[config.mk]
export PLATFORM = sky130hd
export DESIGN_NAME = rld_rr_burst_arbiter
export DESIGN_NICKNAME = d
export VERILOG_FILES = /design/src/rtl/rld_rr_burst_arbiter.sv
export SDC_FILE = /design/constraint.sdc
export NUM_CORES = 1
export LEC_CHECK = 0
export BUFFER_PORTS_ARGS = -buffer_cell sky130_fd_sc_hd__buf_2
export CAP_MARGIN = 20
export CORE_AREA = 2 2 558 560
export CTS_CLUSTER_SIZE = 30
export DETAILED_ROUTE_END_ITERATION = 10
export DIE_AREA = 0 0 560 562
export GPL_ROUTABILITY_DRIVEN = 0
export GPL_TIMING_DRIVEN = 0
export SLEW_MARGIN = 5
export SYNTH_ARGS = -nofsm -noshare
export SYNTH_HDL_FRONTEND = slang
export SYNTH_SLANG_ARGS = --single-unit
[constraint.sdc]
create_clock -name memclk -period 4.12 [get_ports memclk]
set_input_delay 0.824 -clock memclk [delete_from_list [all_inputs] [get_ports memclk]]
set_output_delay 0.824 -clock memclk [all_outputs]
set_load 0.02 [all_outputs]
[src/rtl/rld_rr_burst_arbiter.sv]
// rld_rr_burst_arbiter
//   Round-robin read-burst arbiter for the RLDRAM output side. A queue is
//   granted for up to BURST_LEN issued reads. Each queue is limited to
//   MAX_OUTSTANDING reads in flight. Returned read words are demultiplexed
//   onto registered per-queue lanes.
//
//   Optional build macro RLD_ARB_STRICT_Q0_EN: when defined, queue 0 wins
//   every IDLE arbitration in which it is eligible. Queues 1..N-1 keep
//   round-robin order among themselves. A running burst is never pre-empted.
//
// Ports
//   memclk, reset      : clock and synchronous active-high reset
//   mem_queue_empty    : per-queue "no data in RLDRAM"
//   full               : per-queue downstream FIFO almost-full
//   q_read_select      : scheduler accepts a read this cycle
//   burst_inc          : one-hot read-issue strobe (combinational)
//   queue_id           : currently granted queue (registered)
//   grant_valid        : arbiter is in BURST
//   din_valid, din,
//   din_queue_id       : returned read word and the queue it belongs to
//   dout, dout_valid   : per-queue registered return lanes, one-hot valid
//   protocol_err       : sticky flag for underflowing returns or bad queue ids
module rld_rr_burst_arbiter #(
   parameter int NUM_QUEUES      = 4,
   parameter int QUEUE_ID_WIDTH  = 2,
   parameter int DATA_WIDTH      = 278,
   parameter int BURST_LEN       = 4,
   parameter int MAX_OUTSTANDING = 8,
   parameter int CNT_WIDTH       = 8
) (
   input  logic                             memclk,
   input  logic                             reset,
   input  logic [NUM_QUEUES-1:0]            mem_queue_empty,
   input  logic [NUM_QUEUES-1:0]            full,
   input  logic                             q_read_select,
   output logic [NUM_QUEUES-1:0]            burst_inc,
   output logic [QUEUE_ID_WIDTH-1:0]        queue_id,
   output logic                             grant_valid,
   input  logic                             din_valid,
   input  logic [DATA_WIDTH-1:0]            din,
   input  logic [QUEUE_ID_WIDTH-1:0]        din_queue_id,
   output logic [NUM_QUEUES*DATA_WIDTH-1:0] dout,
   output logic [NUM_QUEUES-1:0]            dout_valid,
   output logic                             protocol_err
);

   localparam int BEAT_W = (BURST_LEN > 1) ? $clog2(BURST_LEN) : 1;
   localparam logic [BEAT_W-1:0]         BEAT_LAST = BEAT_W'(BURST_LEN - 1);
   localparam logic [CNT_WIDTH-1:0]      CNT_MAX   = CNT_WIDTH'(MAX_OUTSTANDING);
   localparam logic [QUEUE_ID_WIDTH-1:0] ID_LAST   = QUEUE_ID_WIDTH'(NUM_QUEUES - 1);

   typedef enum logic {IDLE = 1'b0, BURST = 1'b1} state_t;

   state_t                    state_q, state_d;
   logic [QUEUE_ID_WIDTH-1:0] queue_id_q, last_id_q, pick_id;
   logic                      pick_found;
   logic [BEAT_W-1:0]         beat_q;
   logic [CNT_WIDTH-1:0]      outstanding_q [NUM_QUEUES];
   logic [NUM_QUEUES-1:0]     eligible;
   logic [NUM_QUEUES-1:0]     ret_hit;
   logic [NUM_QUEUES-1:0]     underflow;
   logic                      issue;
   logic                      din_in_range;

   // Returns {found, id}: first eligible queue after 'last', wrapping at NUM_QUEUES.
   function automatic logic [QUEUE_ID_WIDTH:0] rr_pick(
      input logic [NUM_QUEUES-1:0]     elig,
      input logic [QUEUE_ID_WIDTH-1:0] last
   );
      logic [QUEUE_ID_WIDTH:0]   r;
      logic [QUEUE_ID_WIDTH-1:0] cand;
      r    = '0;
      cand = last;
      for (int k = 0; k < NUM_QUEUES; k++) begin
         cand = (cand == ID_LAST) ? '0 : cand + QUEUE_ID_WIDTH'(1);
         if (!r[QUEUE_ID_WIDTH] && elig[cand]) r = {1'b1, cand};
      end
      return r;
   endfunction

   always_comb begin
      for (int i = 0; i < NUM_QUEUES; i++)
         eligible[i] = ~mem_queue_empty[i] & ~full[i] & (outstanding_q[i] < CNT_MAX);
   end

   always_comb begin
`ifdef RLD_ARB_STRICT_Q0_EN
      if (eligible[0]) {pick_found, pick_id} = {1'b1, {QUEUE_ID_WIDTH{1'b0}}};
      else             {pick_found, pick_id} = rr_pick(eligible, last_id_q);
`else
      {pick_found, pick_id} = rr_pick(eligible, last_id_q);
`endif
   end

   // Queue ids beyond NUM_QUEUES only exist for non-power-of-two configurations.
   assign din_in_range = int'(din_queue_id) < NUM_QUEUES;

   always_comb begin
      for (int i = 0; i < NUM_QUEUES; i++)
         ret_hit[i] = din_valid & din_in_range & (din_queue_id == QUEUE_ID_WIDTH'(i));
   end

   always_comb begin
      state_d   = state_q;
      issue     = 1'b0;
      burst_inc = '0;
      if (state_q == BURST) begin
         issue = q_read_select & eligible[queue_id_q] & ~reset;
         if (!eligible[queue_id_q] || (issue && beat_q == BEAT_LAST)) state_d = IDLE;
      end else if (pick_found) begin
         state_d = BURST;
      end
      if (issue) burst_inc[queue_id_q] = 1'b1;
   end

   always_ff @(posedge memclk) begin
      if (reset) begin
         state_q    <= IDLE;
         queue_id_q <= '0;
         last_id_q  <= ID_LAST;
         beat_q     <= '0;
      end else begin
         state_q <= state_d;
         if (state_q == IDLE && pick_found) begin
            queue_id_q <= pick_id;
            beat_q     <= '0;
         end
         if (issue) beat_q <= beat_q + BEAT_W'(1);
         if (state_q == BURST && state_d == IDLE) last_id_q <= queue_id_q;
      end
   end

   // Issue and return on the same queue cancel; a lone return at zero is an error.
   always_comb begin
      for (int i = 0; i < NUM_QUEUES; i++)
         underflow[i] = ret_hit[i] & ~burst_inc[i] & (outstanding_q[i] == '0);
   end

   always_ff @(posedge memclk) begin
      if (reset) begin
         for (int i = 0; i < NUM_QUEUES; i++) outstanding_q[i] <= '0;
         protocol_err <= 1'b0;
      end else begin
         for (int i = 0; i < NUM_QUEUES; i++) begin
            if (burst_inc[i] && !ret_hit[i])
               outstanding_q[i] <= outstanding_q[i] + CNT_WIDTH'(1);
            else if (ret_hit[i] && !burst_inc[i] && outstanding_q[i] != '0)
               outstanding_q[i] <= outstanding_q[i] - CNT_WIDTH'(1);
         end
         if ((|underflow) || (din_valid && !din_in_range)) protocol_err <= 1'b1;
      end
   end

   // Return path: one register stage, din -> lane_p1
   logic [NUM_QUEUES*DATA_WIDTH-1:0] dout_p1;
   logic [NUM_QUEUES-1:0]            vld_p1;

   always_ff @(posedge memclk) begin
      if (reset) begin
         dout_p1 <= '0;
         vld_p1  <= '0;
      end else begin
         vld_p1 <= ret_hit;
         for (int i = 0; i < NUM_QUEUES; i++)
            dout_p1[i*DATA_WIDTH +: DATA_WIDTH] <= ret_hit[i] ? din : '0;
      end
   end

   assign dout        = dout_p1;
   assign dout_valid  = vld_p1;
   assign queue_id    = queue_id_q;
   assign grant_valid = (state_q == BURST);

endmodule

==> results_dict.tcl <==
set metrics [dict create \
    synthFlopType "dfxtp_1" \
    final-max-slew-violation-count 0 \
    async_flop_share_pct 0 \
    instances_no_fill 8574 \
    holdBufCountCts 0 \
    antenna_left 0 \
    port_buffers 1413 \
    clock_sinks 1156 \
    path_clk_slew_ns 0.06 \
    viasPerCell 3.17 \
    hold_viol_final 0 \
    synthCells 2710 \
    synthSimpleGateAreaFrac_pct 23.7 \
    drt_wl_total_mm 225 \
    power.density_mw_per_mm2 494 \
    switching_share_pct 25.4 \
    grt-ovfl-total 0 \
    synth-xor-area-share_pct 0.425 \
    crit_start "outstanding_q[1][7]" \
    fin_nets 4585 \
    setup_viol 0 \
    syn_area_sq_mm 0.0330 \
    hold_start "din[53]" \
    die_w_microns 560 \
    wl_per_cell_microns 26.3 \
    critPathLaunchType "register" \
    final_cell_mix "1421 x buf_2, 1124 x dfxtp_1, 838 x and2_1" \
    drtIter0Drc 2084 \
    htreeDepth 3 \
    avgSynthCellArea_sq_um 12.2 \
    yosysSeqAreaShare_pct 71.1 \
    synthMuxAreaShare_pct 0.311 \
    synth_compound_area_share_pct 1.29 \
    dp.cells 8262 \
    ys_warn_count 0 \
    finClkSkew_ns 0.00835 \
    combPwrFrac_pct 7.2 \
    pwr-share-clk_pct 46.3 \
    insertion_delay_ns 0.83 \
    grt_pass1_vias 26000 \
    max_clock_freq_mhz 255 \
    syn-num-nets 3027 \
    synth-seq-cells 1156 \
    postPlaceCellArea_sq_mm 0.0456 \
    rsz0062_at_grt "false" \
    die_y_microns 562 \
    worstPathArrival_ns 3.10 \
    grt_antenna_before_repair 139 \
    cts_inserted_buffers 124 \
    critPathKind "register to output pin" \
    worstReg2RegStart "queue_id[1]" \
    vias 27200 \
    layout_commonest_cell "buf_2" \
    drive_gt1_share_pct 38.5 \
    core-area_sq_mm 0.308 \
    hpwl_mm 192 \
    grt_pass1_wl_mm 277 \
    leakagePower_nw 24.2 \
    io_pins 1416 \
    fin_ws_ns 0.199 \
    worstSetupEndpointType "output pin" \
    syn2layout_area_growth_pct 51.5 \
    num_rows 204 \
    fin_crit_sh_pct 95.2 \
    p_switching_mw 6.28 \
    drc 0 \
    design_area_sq_mm 0.0500 \
    fp.dieArea_sq_mm 0.315 \
    cts_tree "done" \
    synth_top_family_by_area "simple AND/OR/NAND/NOR gates" \
    track_usage_pct 13.7 \
    finalCriticalPeriod_ns 3.92 \
    fin_total_pwr_mw 24.7 \
    power.internal_mw 18.4 \
    seqPwrFrac_pct 46.5 \
    relSlewSlack_pct 22.0 \
    hp-class "input pin to register" \
    status "finished, final reports clean" \
    synthAdderAreaFrac_pct 1.02 \
    synth_cell_types 62 \
    first_pass_iters 5 \
    critPathRequiredTime_ns 3.30 \
    vdd_ir_drop_max_v 0.000358 \
    preCtsSetupSlack_ns -0.261 \
    clockBufferDepth 4 \
    path_max_fanout 5 \
    start_util_pct 10.7 \
    max_slew.worst_pin.slew_ns 1.17 \
    cap_violations 0 \
    synth_edf_count 32 \
    grt_max_degree 17 \
    root_buffer "clkbuf_16" \
]
==> synthesized netlist by cell type, types with 2 or more instances <==
cell type,count,area share [%]
dfxtp_1,1124,68
and2_1,838,16
and3_1,281,5.3
clkbuf_1,153,1.7
nor2_1,38,0.43
edfxtp_1,32,2.9
ha_1,22,0.83
inv_1,21,0.24
nand2_1,18,0.20
a21oi_1,15,0.23
nor3_1,14,0.21
nor2b_1,13,0.25
nand3_1,12,0.18
xnor2_1,9,0.24
buf_2,8,0.12
mux2i_1,8,0.24
nor4_1,8,0.15
o21ai_0,7,0.11
xor2_1,7,0.19
a31oi_1,5,0.095
o21ai_1,5,0.076
nand3b_1,4,0.091
o211ai_1,4,0.091
or3_1,4,0.076
fa_1,3,0.18
nand2b_1,3,0.057
nor4_4,3,0.19
o21a_1,3,0.068
o21bai_1,3,0.068
o41ai_1,3,0.080
a221o_1,2,0.061
a221oi_1,2,0.053
nand4_1,2,0.038
nand4b_1,2,0.053
nor3_2,2,0.061
nor3b_1,2,0.045
o31ai_1,2,0.045
or3b_2,2,0.053
or4_1,2,0.045
or4_4,2,0.068
==> flip-flops by register name, summed over array words and instances (netlist names) <==
signal,cells
queue_id,2
protocol_err,1
outstanding_q,32
beat_q,2
last_id_q,2
grant_valid,1
dout,1112
dout_valid,4
==> cell type report <==
class	instances	area [sq um]
fillers	34700	258000
diodes	84	210
clock inverters	50	552
well taps	4120	5150
repair buffers	1432	7420
flip-flops and latches	1156	23500
inverters	21	78.8
multi-input cells	1370	8840
clock buffers	178	3630
plain buffers	163	651
==> kinds of logic after synthesis <==
logic type / Yosys count
adder cells (fa/ha/maj): 25
XOR/XNOR: 16
multiplexers: 9
flip-flops: 1156
buffers and inverters: 184
AND/OR/NAND/NOR: 1259
AO/OA/AOI/OAI: 61
==> layer usage <==
metal | track usage [%] | wire [microns]
met5 | 0 | 108
met4 | 7.44 | 12900
met3 | 4.47 | 23300
met2 | 22.0 | 102000
met1 | 16.0 | 86800
==> critical path, cell delays in order, from the launching register on <==
cell and delay, ns:
edfxtp_1 0.40, or4_4 0.60, nor4_2 0.35, mux4_2 0.41, nand2_2 0.09, nor3b_2 0.19, buf_2 0.22
==> metrics by stage <==
step / utilization (%) / hold WS (ns) / setup TNS, ns
5_1_grt: 16.2 / 0.176 / 0
2_1_floorplan: - / 0.440 / 0
6_report: 16.2 / 0.244 / 0
3_5_place_dp: 14.8 / 0.461 / -0.444
3_3_place_gp: 14.7 / 0.463 / -548.42
4_1_cts: 16.1 / 0.133 / 0
==> power groups by stage <==
| stage | Clock (mW) | Combinational, mW | Sequential [mW] |
|---|---|---|---|
| CTS | 11.7 | 1.80 | 11.5 |
| detailed placement | 0 | 1.80 | 11.7 |
| floorplan | 0 | 0.326 | 12.0 |
| global route | 12.1 | 1.84 | 11.5 |
| finish | 11.4 | 1.77 | 11.5 |
| global placement | 0 | 1.77 | 11.7 |
==> path summary, 6_finish.rpt <==
| check | end | cells after the start | slack [ns] |
|---|---|---|---|
| max | burst_inc[2] | 6 | 0.20 |
| min | dout[609] | 2 | 0.24 |
| max reg2reg | outstanding_q[2][6] | 10 | 0.69 |
| min reg2reg | beat_q[0] | 1 | 0.47 |
==> what timing repair did <==
item | CTS | global route
endpoints found under the setup margin | 0 | 1
gates resized for setup | 0 | 1
buffers inserted | 0 | 0
No activity file was read; power rests on OpenSTA's default activity.
